===== src/rtl/cnn_layer_accel_conv_array_sequencer.sv =====
// cnn_layer_accel_conv_array_sequencer
// Drives the conv array through one load/stream sequence per accepted start:
// a count_init pulse, C_MAX_WINDOW_SIZE filter-load beats, then num_pixels
// image beats. Upstream beats are registered with one cycle of latency.
// Optional feature macro: CONV_SEQ_FILTER_REUSE_EN. It adds the reuse_filter
// input, which skips the filter load and keeps the previously loaded taps.
module cnn_layer_accel_conv_array_sequencer #(
  parameter int C_MAX_WINDOW_SIZE   = 3,
  parameter int C_IMG_DATA_WIDTH    = 18,
  parameter int C_FILTER_DATA_WIDTH = 18,
  parameter int C_NUM_PIXELS_WIDTH  = 16
) (
  input  logic                                           clk,
  input  logic                                           rst_n,
  input  logic                                           start,
  input  logic [C_NUM_PIXELS_WIDTH-1:0]                  num_pixels,
`ifdef CONV_SEQ_FILTER_REUSE_EN
  input  logic                                           reuse_filter,
`endif
  input  logic [C_FILTER_DATA_WIDTH*C_MAX_WINDOW_SIZE-1:0] filter_in_data,
  input  logic                                           filter_in_valid,
  output logic                                           filter_in_ready,
  input  logic [C_IMG_DATA_WIDTH*C_MAX_WINDOW_SIZE-1:0]    img_in_data,
  input  logic                                           img_in_valid,
  output logic                                           img_in_ready,
  output logic                                           count_init,
  output logic                                           pipeline_active,
  output logic [C_FILTER_DATA_WIDTH*C_MAX_WINDOW_SIZE-1:0] i_filter_datain,
  output logic [C_MAX_WINDOW_SIZE-1:0]                   i_filter_init,
  output logic [C_IMG_DATA_WIDTH*C_MAX_WINDOW_SIZE-1:0]    i_img_datain,
  output logic                                           img_datain_valid,
  output logic                                           busy,
  output logic                                           done
);

  localparam int FCW = (C_MAX_WINDOW_SIZE > 1) ? $clog2(C_MAX_WINDOW_SIZE) : 1;
  localparam logic [FCW-1:0] FILT_LAST = FCW'(C_MAX_WINDOW_SIZE - 1);
  localparam logic [C_NUM_PIXELS_WIDTH-1:0] PIX_ONE = C_NUM_PIXELS_WIDTH'(1);

  typedef enum logic [2:0] {
    IDLE,
    CNT_INIT,
    FLT_LOAD,
    IMG_STREAM,
    DONE
  } state_t;

  state_t                          state;
  state_t                          state_nxt;
  logic [FCW-1:0]                  filt_cnt;
  logic [C_NUM_PIXELS_WIDTH-1:0]   pix_remaining;
  logic                            reuse_q;
  logic                            filt_acc;
  logic                            img_acc;

  assign filter_in_ready = (state == FLT_LOAD);
  assign img_in_ready    = (state == IMG_STREAM);
  assign filt_acc        = filter_in_valid & filter_in_ready;
  assign img_acc         = img_in_valid & img_in_ready;

`ifdef CONV_SEQ_FILTER_REUSE_EN
  // Capture the reuse request together with start
  always_ff @(posedge clk or negedge rst_n) begin
    if (!rst_n) begin
      reuse_q <= 1'b0;
    end else if (state == IDLE && start) begin
      reuse_q <= reuse_filter;
    end
  end
`else
  assign reuse_q = 1'b0;
`endif

  // Next-state decode of the sequence
  always_comb begin
    state_nxt = state;
    unique case (state)
      IDLE: begin
        if (start) state_nxt = CNT_INIT;
      end
      CNT_INIT: begin
        if (!reuse_q) state_nxt = FLT_LOAD;
        else if (pix_remaining == '0) state_nxt = DONE;
        else state_nxt = IMG_STREAM;
      end
      FLT_LOAD: begin
        if (filt_acc && filt_cnt == FILT_LAST)
          state_nxt = (pix_remaining == '0) ? DONE : IMG_STREAM;
      end
      IMG_STREAM: begin
        if (img_acc && pix_remaining == PIX_ONE) state_nxt = DONE;
      end
      DONE: begin
        state_nxt = IDLE;
      end
      default: begin
        state_nxt = IDLE;
      end
    endcase
  end

  // State, counters and status flags; flags are decoded from the next state
  // so they line up with the state they describe rather than lag it
  always_ff @(posedge clk or negedge rst_n) begin
    if (!rst_n) begin
      state           <= IDLE;
      filt_cnt        <= '0;
      pix_remaining   <= '0;
      count_init      <= 1'b0;
      pipeline_active <= 1'b0;
      busy            <= 1'b0;
      done            <= 1'b0;
    end else begin
      state           <= state_nxt;
      count_init      <= (state_nxt == CNT_INIT);
      pipeline_active <= (state_nxt != IDLE);
      busy            <= (state_nxt != IDLE);
      done            <= (state_nxt == DONE);
      if (state == IDLE && start) begin
        filt_cnt      <= '0;
        pix_remaining <= num_pixels;
      end else begin
        if (filt_acc) filt_cnt <= filt_cnt + FCW'(1);
        if (img_acc) pix_remaining <= pix_remaining - PIX_ONE;
      end
    end
  end

  // Register accepted beats towards the array; data holds between accepts
  always_ff @(posedge clk or negedge rst_n) begin
    if (!rst_n) begin
      i_filter_datain  <= '0;
      i_filter_init    <= '0;
      i_img_datain     <= '0;
      img_datain_valid <= 1'b0;
    end else begin
      i_filter_init    <= filt_acc ? '1 : '0;
      img_datain_valid <= img_acc;
      if (filt_acc) i_filter_datain <= filter_in_data;
      if (img_acc) i_img_datain <= img_in_data;
    end
  end

endmodule


===== config.mk =====
export PLATFORM = sky130hd
export DESIGN_NAME = cnn_layer_accel_conv_array_sequencer
export DESIGN_NICKNAME = d
export VERILOG_FILES = /design/src/rtl/cnn_layer_accel_conv_array_sequencer.sv
export SDC_FILE = /design/constraint.sdc
export NUM_CORES = 1
export LEC_CHECK = 0
export CAP_MARGIN = 20
export CORE_ASPECT_RATIO = 1.25
export CORE_MARGIN = 2
export CORE_UTILIZATION = 37
export CTS_CLUSTER_DIAMETER = 120
export DETAILED_ROUTE_END_ITERATION = 6
export PLACE_DENSITY = 0.86
export SYNTH_ARGS = -nofsm -noshare
export SYNTH_HDL_FRONTEND = slang
export SYNTH_SLANG_ARGS = --single-unit

===== constraint.sdc =====
create_clock -name clk -period 1.7 [get_ports clk]
set_input_delay 0.425 -clock clk [delete_from_list [all_inputs] [get_ports clk]]
set_output_delay 0.425 -clock clk [all_outputs]
set_load 0.02 [all_outputs]

==> results of run 1 <==
[per-layer routing]
metal  track usage (%)  share of wire [%]
met3             6.556                8.0
met1             23.95                 39
met5                 0                  0
met4             8.447                2.3
met2             35.79                 51
[path summary, 6_finish.rpt]
path                       depth (start not counted)  slack (ns)           endpoint        startpoint
setup / recovery                                   6       -0.05  pix_remaining[12]          state[2]
hold / removal                                     2        0.47   i_img_datain[34]  i_img_datain[34]
setup reg to reg                                   6       -0.05  pix_remaining[12]          state[2]
hold reg to reg                                    2        0.47   i_img_datain[34]  i_img_datain[34]
max in group asynchronous                          3        0.65   i_img_datain[35]             rst_n
min in group asynchronous                          2        0.50               busy             rst_n
[logic make-up after synthesis]
kind of cell / share of synthesized area (%)
AOI/OAI and AO/OA: 3.255
and+or+nand+nor: 18.04
muxes: 11.67
xor gates and xnor gates: 0.9765
buffers and inverters: 2.813
DFF: 62.31
adders and majority gates: 0.9301
[synth_stat cells (2+ instances only)]
cell type,number
xor2_1,5
buf_2,13
mux2_2,54
o311ai_0,4
o21ai_0,9
mux2i_1,2
nor2_1,11
nand3_1,8
nand2_1,181
clkbuf_1,7
a21oi_1,2
dfrtp_1,134
o211ai_1,5
a221o_1,2
ha_1,4
nor3b_1,2
or4_1,4
buf_4,4
a31oi_1,2
or3_1,2
nor4_1,2
inv_1,5
buf_1,2
nand4_1,2
[layout make-up]
class / count / share of cell area, %
repair buffers: 304 / 31.86
multi-input cells: 317 / 22.98
clock buffers: 21 / 4.835
inverters: 6 / 0.2955
clock inverters: 11 / 1.598
flip-flops and latches: 134 / 36.05
well taps: 178 / 2.391
[placed cells by master, fill, tap and decap left out, types with 9 or more instances in the layout]
| master | netlist | final |
|---|---|---|
| mux2_4 | 0 | 46 |
| buf_12 | 0 | 9 |
| clkbuf_16 | 0 | 18 |
| buf_4 | 4 | 40 |
| nor2_1 | 11 | 10 |
| nand2_1 | 181 | 179 |
| clkdlybuf4s50_1 | 0 | 127 |
| dfrtp_1 | 134 | 130 |
| dlygate4sd2_1 | 0 | 116 |
[critical path, stage by stage (launching register included)]
cell and delay [ns]:
dfrtp_2 0.44, buf_6 0.14, or4b_4 0.54, buf_6 0.16, buf_6 0.12, o211ai_1 0.08
o211ai_1 0.13
[stage by stage]
step / instance area, um^2 / hold slack (ns) / TNS (ns)
floorplan: 5381 / 0.1294 / 0
global placement: 8382 / 0.3618 / -35.99
detailed placement: 8382 / 0.3598 / -38.34
CTS: 9029 / 0.4711 / -1.243
global route: 9316 / 0.4839 / -3.790
finish: 9316 / 0.4662 / -0.3004
[report_power, final]
part           switching [uW]  internal, uW
clock network            1390          2350
registers                 943          4690
logic                    4060          3880
total                    6400         10900
[registers in the layout, summed over array words and instances (netlist names)]
register and cells:
i_filter_init 1, img_datain_valid 1, filt_cnt 2, i_img_datain 54, count_init 1, busy 1
done 1, state 3, pix_remaining 16, i_filter_datain 54
[timing repair]
action / 4_1_cts / 5_1_grt
endpoints found under the setup margin: 191 / 77
resized for setup: 154 / 56
cloned: 3 / 1
pin swaps: 6 / 11
buffers inserted: 3 / 8
hold buffers: 1 / 0
endpoints found under the hold margin: 34 / 0
==> flow_summary_export.csv, run 1 <==
group,metric,value,unit
finish,regArea,3358,um^2
finish,layout-drive-gt1-share,21.19,%
synthesis,synth_area_leaders,"dfrtp_1 62%, nand2_1 13%, mux2_2 11%",
synthesis,syn_avg_cell_area,11.14,um^2
sta,setup_viol,31,
die,die_x,111.9,um
die,core,14290,um^2
sta,tightest_slew,0.3816,ns
synthesis,ys_ff_latch,134,
global_route,grtUsageTotal,20.78,%
placed_design,port_buffers,246,
cts,cts_sinks,134,
hold_path,hold_path.class,"register to register",
die,start_util,37.67,%
drt,routed-via-count,4657,
die,fp.dieH,138.8,um
worst_setup_path,cp.arrival,2.03,ns
cts,cts_buffer_depth,2,
cts,cts_tree,"built",
die,core.rowCount,49,
cts,clkLatencyLatePin,0.41,ns
finish,final-instance-count-excl-fill,971,
global_route,grt_max_degree,39,
drt,drc_errors,0,
finish,nets,913,
cts,root_buffer,"clkbuf_16",
cts,h-tree-depth,4,
outcome,status,"finished with violations",
worst_setup_path,critical_path_class,"register to register",
worst_setup_path,cp-end-kind,"register",
drt,wl_per_cell,16.54,um
placed_design,dp_hpwl,10740,um
synthesis,synth_nets,616,
drt,antenna_left,0,
drt,drtPass1Iterations,4,
global_route,grt_pass1_vias,4906,
synthesis,synth_top_area_share,62.31,%
synthesis,synth_top_area_cell,"dfrtp_1",
cts,clkTransAtPathRegs,0.06,ns
finish,final_util,65.22,%
sta,grt_setup_unrepaired,"yes",
drt,drtIter0Drc,210,
global_route,gr-total-overflow,0,
synthesis,ys.flop_type,"dfrtp_1",
finish,n_antenna_cell,0,
power_and_ir_drop,power,17320,uW
global_route,grt_first_pass_wirelength,25670,um
outcome,violations,"setup timing",
die,io_pins,247,
finish,multi_input_area,2141,um^2
sta,setup_ws,-0.05442,ns
worst_setup_path,cp.required,1.97,ns
placed_design,dp.cells,923,
power_and_ir_drop,ir_drop,1.057,mV
global_route,antenna_found_initial,0,
synthesis,ys_types,41,
synthesis,synthArstFlopShare,100.0,%
finish,syn2layout_area_growth,73.12,%
power_and_ir_drop,p_per_area,1859,nW/um^2
drt,wl,16060,um
cts,cts_made_buffers,17,
drt,vias_per_cell,4.796,
sta,fmax,570.0,MHz
synthesis,synth_area,5381,um^2
flow_run,cap_violations,0,
sta,skew,0.007880,ns
synthesis,ys.warnings.count,0,
sta,drv_slew,0,
power_and_ir_drop,p_leak,0.004551,uW
sta,timing.final.crit_period,1.754,ns
placed_design,pre_cts_ws,-0.4464,ns
placed_design,gp_congestion,0.7860,
synthesis,postSynthCellCount,483,
sta,hold_viol,0,
finish,nFillCells,1086,
synthesis,synth_edf_count,0,
worst_setup_path,critPathMaxFanout,6,
sta,relSlewSlack,74.37,%
die,dieArea,15530,um^2
synthesis,ys_seq_area_share,62.31,%
worst_setup_path,crit_path_start_kind,"register",
sta,fin_crit_sh,103.2,%
No activity file was read; power rests on OpenSTA's default activity.
==> run 2: changes to the inputs <==
Settings changed: CORE_MARGIN 2 to 5.
Clock period 1.7 ns to 1.45 ns, I/O delays scaled along.
==> run 2 against run 1 <==
Compared with the run above: the run still ends with setup timing left; worst setup slack got worse by 0.23 ns; sequential power rose by 21%; register-to-register slack got worse by 0.23 ns; highest routed layer unchanged.
==> flow_summary_export.csv, run 2 (synthesized netlist as in run 1, its figures left out) <==
group,metric,value,unit
finish,reg_top3,"i_filter_datain (54), i_img_datain (54), pix_remaining (16)",
sta,setup_viol,132,
drt,drtPass1Iterations,4,
worst_setup_path,crit_start,"state[0]",
cts,root_buffer,"clkbuf_16",
global_route,gr-total-overflow,0,
global_route,grt_first_pass_wirelength,27810,um
sta,fmax,577.1,MHz
sta,drv_slew,0,
sta,hold_viol,0,
cts,h-tree-depth,4,
sta,grt_setup_unrepaired,"yes",
cts,clkTransAtPathRegs,0.06,ns
die,io_pins,247,
sta,tns,-22.04,ns
placed_design,gp_congestion,0.8153,
cts,clkLatencyLatePin,0.42,ns
drt,antenna_left,0,
drt,wl,19320,um
worst_setup_path,rr_worst_depth,5,
worst_setup_path,critical_path_class,"register to register",
sta,fin_crit_sh,119.5,%
worst_setup_path,cp-end-kind,"register",
finish,layout_common_cells,"129 x dfrtp_1, 127 x clkdlybuf4s50_1, 108 x nand2_1, 93 x buf_2, 55 x buf_4",
hold_path,hold_path.class,"input pin to asynchronous set/reset pin",
placed_design,dp_hpwl,11850,um
sta,timing.final.crit_period,1.733,ns
global_route,grt_pass1_vias,5247,
worst_setup_path,r2r_slack,-0.28,ns
global_route,grt_max_degree,42,
worst_setup_path,cp.arrival,2.03,ns
drt,drc_errors,0,
sta,relSlewSlack,76.90,%
power_and_ir_drop,p_leak,0.004840,uW
die,die_x,117.9,um
sta,setup_ws,-0.2829,ns
power_and_ir_drop,pwr-share-seq,30.2,%
worst_setup_path,rr_endpoint,"pix_remaining[1]",
drt,wl_per_cell,19.07,um
global_route,antenna_found_initial,0,
sta,tightest_slew,0.3436,ns
cts,cts_sinks,134,
power_and_ir_drop,swShare,36.88,%
power_and_ir_drop,p_per_area,2242,nW/um^2
sta,hold_slack,0.3917,ns
die,dieArea,17070,um^2
die,fp.dieH,144.8,um
finish,syn2layout_area_growth,87.93,%
worst_setup_path,cp.required,1.74,ns
worst_setup_path,critPathMaxFanout,5,
worst_setup_path,r2r_start,"state[0]",
drt,vias_per_cell,4.904,
outcome,violations,"setup timing",
global_route,grtUsageTotal,20.99,%
cts,cts_tree,"built",
power_and_ir_drop,power.share.clock,21.8,%
cts,cts_buffer_depth,2,
finish,n_antenna_cell,0,
finish,layout-drive-gt1-share,49.22,%
placed_design,port_buffers,246,
finish,nets,956,
power_and_ir_drop,p_int,14310,uW
die,start_util,37.51,%
sta,skew,0.007667,ns
die,core,14350,um^2
finish,final_common_cell,"dfrtp_1",
worst_setup_path,crit_path_start_kind,"register",
drt,drtIter0Drc,233,
power_and_ir_drop,p_switching,8362,uW
power_and_ir_drop,ir_drop,1.337,mV
outcome,status,"finished with violations",
drt,routed-via-count,4968,
power_and_ir_drop,p_comb_share,48.0,%
die,core.rowCount,49,
flow_run,cap_violations,0,
finish,nFillCells,992,
cts,cts_made_buffers,17,
==> run 2: cell count changes in the layout (fill, tap and decap cells not counted), sizes merged <==
cell,before,now
inv,7,6
buf,59,186
clkinvlp,3,1
clkdlybuf4s15,0,20
dlygate4sd2,116,0
clkbuf,22,31
bufinv,3,6
clkinv,4,5
bufbuf,0,1
==> run 2: area by class of cell <==
type                       count  area, um^2  share of cell area (%)
multi-input combinational    317        2494                   24.66
sequential                   134        3359                   33.22
clock inverter                12       224.0                   2.215
clock buffer                  19       452.9                   4.479
timing repair buffer         347        3328                   32.91
inverter                       6       32.53                  0.3217
tap                          178       222.7                   2.202
==> run 2: power by group through the flow <==
stage | clock network [uW] | registers (uW) | logic, uW
CTS | 5030 | 6610 | 10500
floorplan | 0 | 8370 | 3160
detailed placement | 0 | 6610 | 10000
global route | 5210 | 7060 | 11600
global placement | 0 | 6510 | 9810
finish | 4950 | 6840 | 10900
==> run 2: repair_timing <==
item / in CTS / in global routing
gates cloned: 8 / 9
buffers inserted: 13 / 11
resized for setup: 441 / 209
hold buffers: 1 / 0
pin swaps: 10 / 59
endpoints found under the hold margin: 22 / 0
endpoints found under the setup margin: 245 / 203
==> run 2: worst max path at each step <==
| stage | depth (start not counted) | slack [ns] | end |
|---|---|---|---|
| 2_1_floorplan | 4 | -0.16 | pix_remaining[9] |
| 3_3_place_gp | 5 | -0.50 | i_filter_datain[29] |
| 3_5_place_dp | 5 | -0.53 | i_filter_datain[13] |
| 4_1_cts | 5 | -0.27 | pix_remaining[1] |
| 5_1_grt | 6 | -0.32 | i_filter_datain[14] |
| 6_report | 5 | -0.28 | pix_remaining[1] |
==> run 2: worst max-delay path: stages, from the launching register on <==
cell	delay, ns
dfrtp_2	0.43
buf_4	0.15
or4b_4	0.58
inv_6	0.11
nor2_1	0.05
a221o_1	0.29
==> run 2: routing by layer <==
layer / routed length, um / vias to the layer above / global-route usage, %
li1: - / 2290 / -
met1: 7047 / 2408 / 22.50
met2: 10260 / 231 / 37.75
met3: 1441 / 39 / 8.476
met4: 572 / 0 / 7.307
met5: 0 / - / 0
==> run 2: per-stage QoR <==
step	std cells	utilization (%)	worst slack (ns)	power [uW]	area, um^2
after floorplan	483	-	-0.1588	11530	5574
final	1013	70.50	-0.2829	22680	10110
after global routing	1013	70.50	-0.3197	23830	10110
after CTS	994	69.07	-0.2681	22130	9908
after detailed placement	942	60.19	-0.5328	16620	8635
after global placement	942	60.19	-0.5042	16320	8635
==> run 3: changes to the inputs <==
Settings changed: CORE_ASPECT_RATIO 1.25 to 0.9, SETUP_SLACK_MARGIN set to 0.02.
==> run 3 against run 2 <==
Compared with the run above: the flow still finishes with violations (setup timing); largest power group unchanged; worst setup slack lost 0.026 ns; sequential share of layout area grew 0.62 points; flip-flop and latch count is the same; largest cell class unchanged; via count grew 0.22%; combinational power shrank 4%; sequential power shrank 2%; design area shrank 1.9%.
==> flow_summary_export.csv, run 3 (synthesized netlist as in run 1, its figures left out) <==
group,metric,value,unit
outcome,status,"finished with violations",
outcome,violations,"setup timing",
drt,antenna_left,0,
drt,vias_per_cell,4.896,
power_and_ir_drop,p_comb_share,48.2,%
power_and_ir_drop,p_int,13530,uW
worst_setup_path,cp.arrival,2.05,ns
sta,relSlewSlack,73.21,%
global_route,grt_pass1_vias,5134,
placed_design,dp_hpwl,12570,um
die,fp.dieH,124.4,um
finish,reg_top3,"i_filter_datain (54), i_img_datain (54), pix_remaining (16)",
cts,h-tree-depth,4,
sta,hold_slack,0.4670,ns
global_route,gr-total-overflow,0,
finish,syn2layout_area_growth,84.35,%
finish,nets,944,
global_route,antenna_found_initial,0,
sta,tightest_slew,0.4019,ns
drt,wl_per_cell,19.33,um
cts,clkLatencyLatePin,0.42,ns
die,core.rowCount,41,
sta,drv_slew,0,
sta,fmax,568.6,MHz
worst_setup_path,crit_path_start_kind,"register",
power_and_ir_drop,p_per_area,2199,nW/um^2
worst_setup_path,crit_chain,"buf_6 > or4b_4 > inv_6 > nor2_4 > a221o_1",
hold_path,hold_path.class,"register to register",
hold_path,hp-start,"i_img_datain[12]",
finish,layout_common_cells,"131 x dfrtp_1, 127 x clkdlybuf4s50_1, 113 x buf_2, 96 x nand2_1, 56 x nand2_2",
drt,drtPass1Iterations,5,
sta,skew,0.01023,ns
power_and_ir_drop,p_leak,0.004940,uW
finish,final_util,70.07,%
worst_setup_path,cp_slowest_cell,"or4b_4",
finish,final_common_cell,"dfrtp_1",
finish,layout-drive-gt1-share,49.03,%
cts,cts_made_buffers,17,
worst_setup_path,rr_worst_depth,5,
placed_design,gp_congestion,0.8324,
power_and_ir_drop,swShare,38.00,%
drt,drtIter0Drc,239,
die,dieArea,17060,um^2
sta,setup_viol,134,
worst_setup_path,slowest_delay,0.59,ns
flow_run,cap_violations,0,
power_and_ir_drop,p_switching,8291,uW
power_and_ir_drop,power.share.clock,21.1,%
worst_setup_path,rr_endpoint,"pix_remaining[1]",
sta,grt_setup_unrepaired,"yes",
worst_setup_path,cp-end-kind,"register",
sta,timing.final.crit_period,1.759,ns
drt,routed-via-count,4979,
die,core,14160,um^2
worst_setup_path,critical_path_class,"register to register",
hold_path,hold_path_end,"i_img_datain[12]",
cts,cts_buffer_depth,2,
finish,n_antenna_cell,0,
power_and_ir_drop,pwr-share-seq,30.7,%
drt,drc_errors,0,
die,io_pins,247,
global_route,grtUsageTotal,21.06,%
worst_setup_path,critPathMaxFanout,5,
placed_design,port_buffers,246,
sta,hold_viol,0,
global_route,grt_first_pass_wirelength,27820,um
cts,root_buffer,"clkbuf_16",
cts,cts_tree,"built",
die,die_x,137.1,um
cts,cts_sinks,134,
power_and_ir_drop,ir_drop,1.296,mV
sta,fin_crit_sh,121.3,%
die,start_util,38.01,%
worst_setup_path,crit_family,"simple AND/OR/NAND/NOR gates",
worst_setup_path,critPathBufInv,2,
worst_setup_path,cp.required,1.74,ns
hold_path,whs_path_depth,2,
global_route,grt_max_degree,35,
cts,clkTransAtPathRegs,0.06,ns
sta,setup_ws,-0.3089,ns
power_and_ir_drop,power,21820,uW
worst_setup_path,r2r_slack,-0.31,ns
worst_setup_path,r2r_start,"state[0]",
drt,wl,19660,um
[run 3: cell types whose count changed in the layout (fill, tap and decap cells not counted), moves of 5 or more]
cell,previous run,this run
nand2_1,108,96
nand2_4,22,29
nand2_2,51,56
clkdlybuf4s15_2,20,1
buf_4,55,42
buf_2,93,113
[run 3: routing by layer]
layer / track usage (%) / share of wire, %
met5: 0 / 0
met4: 7.981 / 2.1
met3: 8.643 / 9.8
met2: 34.29 / 50
met1: 24.71 / 38
[run 3: worst max-delay path by stage]
| stage | start | to | slack, ns | depth (start not counted) |
|---|---|---|---|---|
| floorplan | pix_remaining[6] | pix_remaining[9] | -0.16 | 4 |
| finish | state[0] | pix_remaining[1] | -0.31 | 5 |
| detailed placement | filter_in_valid | i_filter_datain[39] | -0.55 | 5 |
| CTS | state[0] | pix_remaining[0] | -0.28 | 5 |
| global route | state[0] | pix_remaining[1] | -0.34 | 5 |
| global placement | filter_in_valid | i_filter_datain[41] | -0.53 | 5 |
[run 3: power by group through the flow]
stage | Sequential (uW) | Clock (uW) | Combinational, uW
floorplan | 8380 | 0 | 3190
global placement | 6540 | 0 | 9920
detailed placement | 6620 | 0 | 10200
CTS | 6630 | 4700 | 9770
global route | 6910 | 4860 | 11200
finish | 6700 | 4610 | 10500
[run 3: area by class of cell]
| cell class | instances | area (um^2) |
|---|---|---|
| Clock buffer | 20 | 456.7 |
| Clock inverter | 12 | 176.4 |
| Fill cell | 989 | 4238 |
| Inverter | 6 | 30.03 |
| Multi-Input combinational cell | 317 | 2562 |
| Sequential cell | 134 | 3357 |
| Tap cell | 193 | 241.5 |
| Timing Repair Buffer | 335 | 3097 |
[run 3: stage by stage]
step                      TNS (ns)  cell area, um^2  worst slack (ns)  cells
after floorplan             -2.522             5585           -0.1588    483
after global placement      -53.65             8717           -0.5266    956
after detailed placement    -55.97             8717           -0.5539    956
after CTS                   -22.26             9354           -0.2763    999
after global routing        -28.93             9921           -0.3435   1017
final                       -22.93             9921           -0.3089   1017
[run 3: timing repair]
item	in CTS	in global routing
gates cloned	5	11
setup buffers	5	10
hold buffers	1	0
pin swaps	8	31
endpoints found under the hold margin	29	0
gates resized for setup	493	177
setup endpoints to repair	248	163
[run 3: worst reg2reg max path, delay by kind of cell (launching register included)]
family | cells | cell delay (ns)
compound gates | 1 | 0.31
buf+inv | 2 | 0.26
flops | 1 | 0.44
simple gates | 2 | 0.63
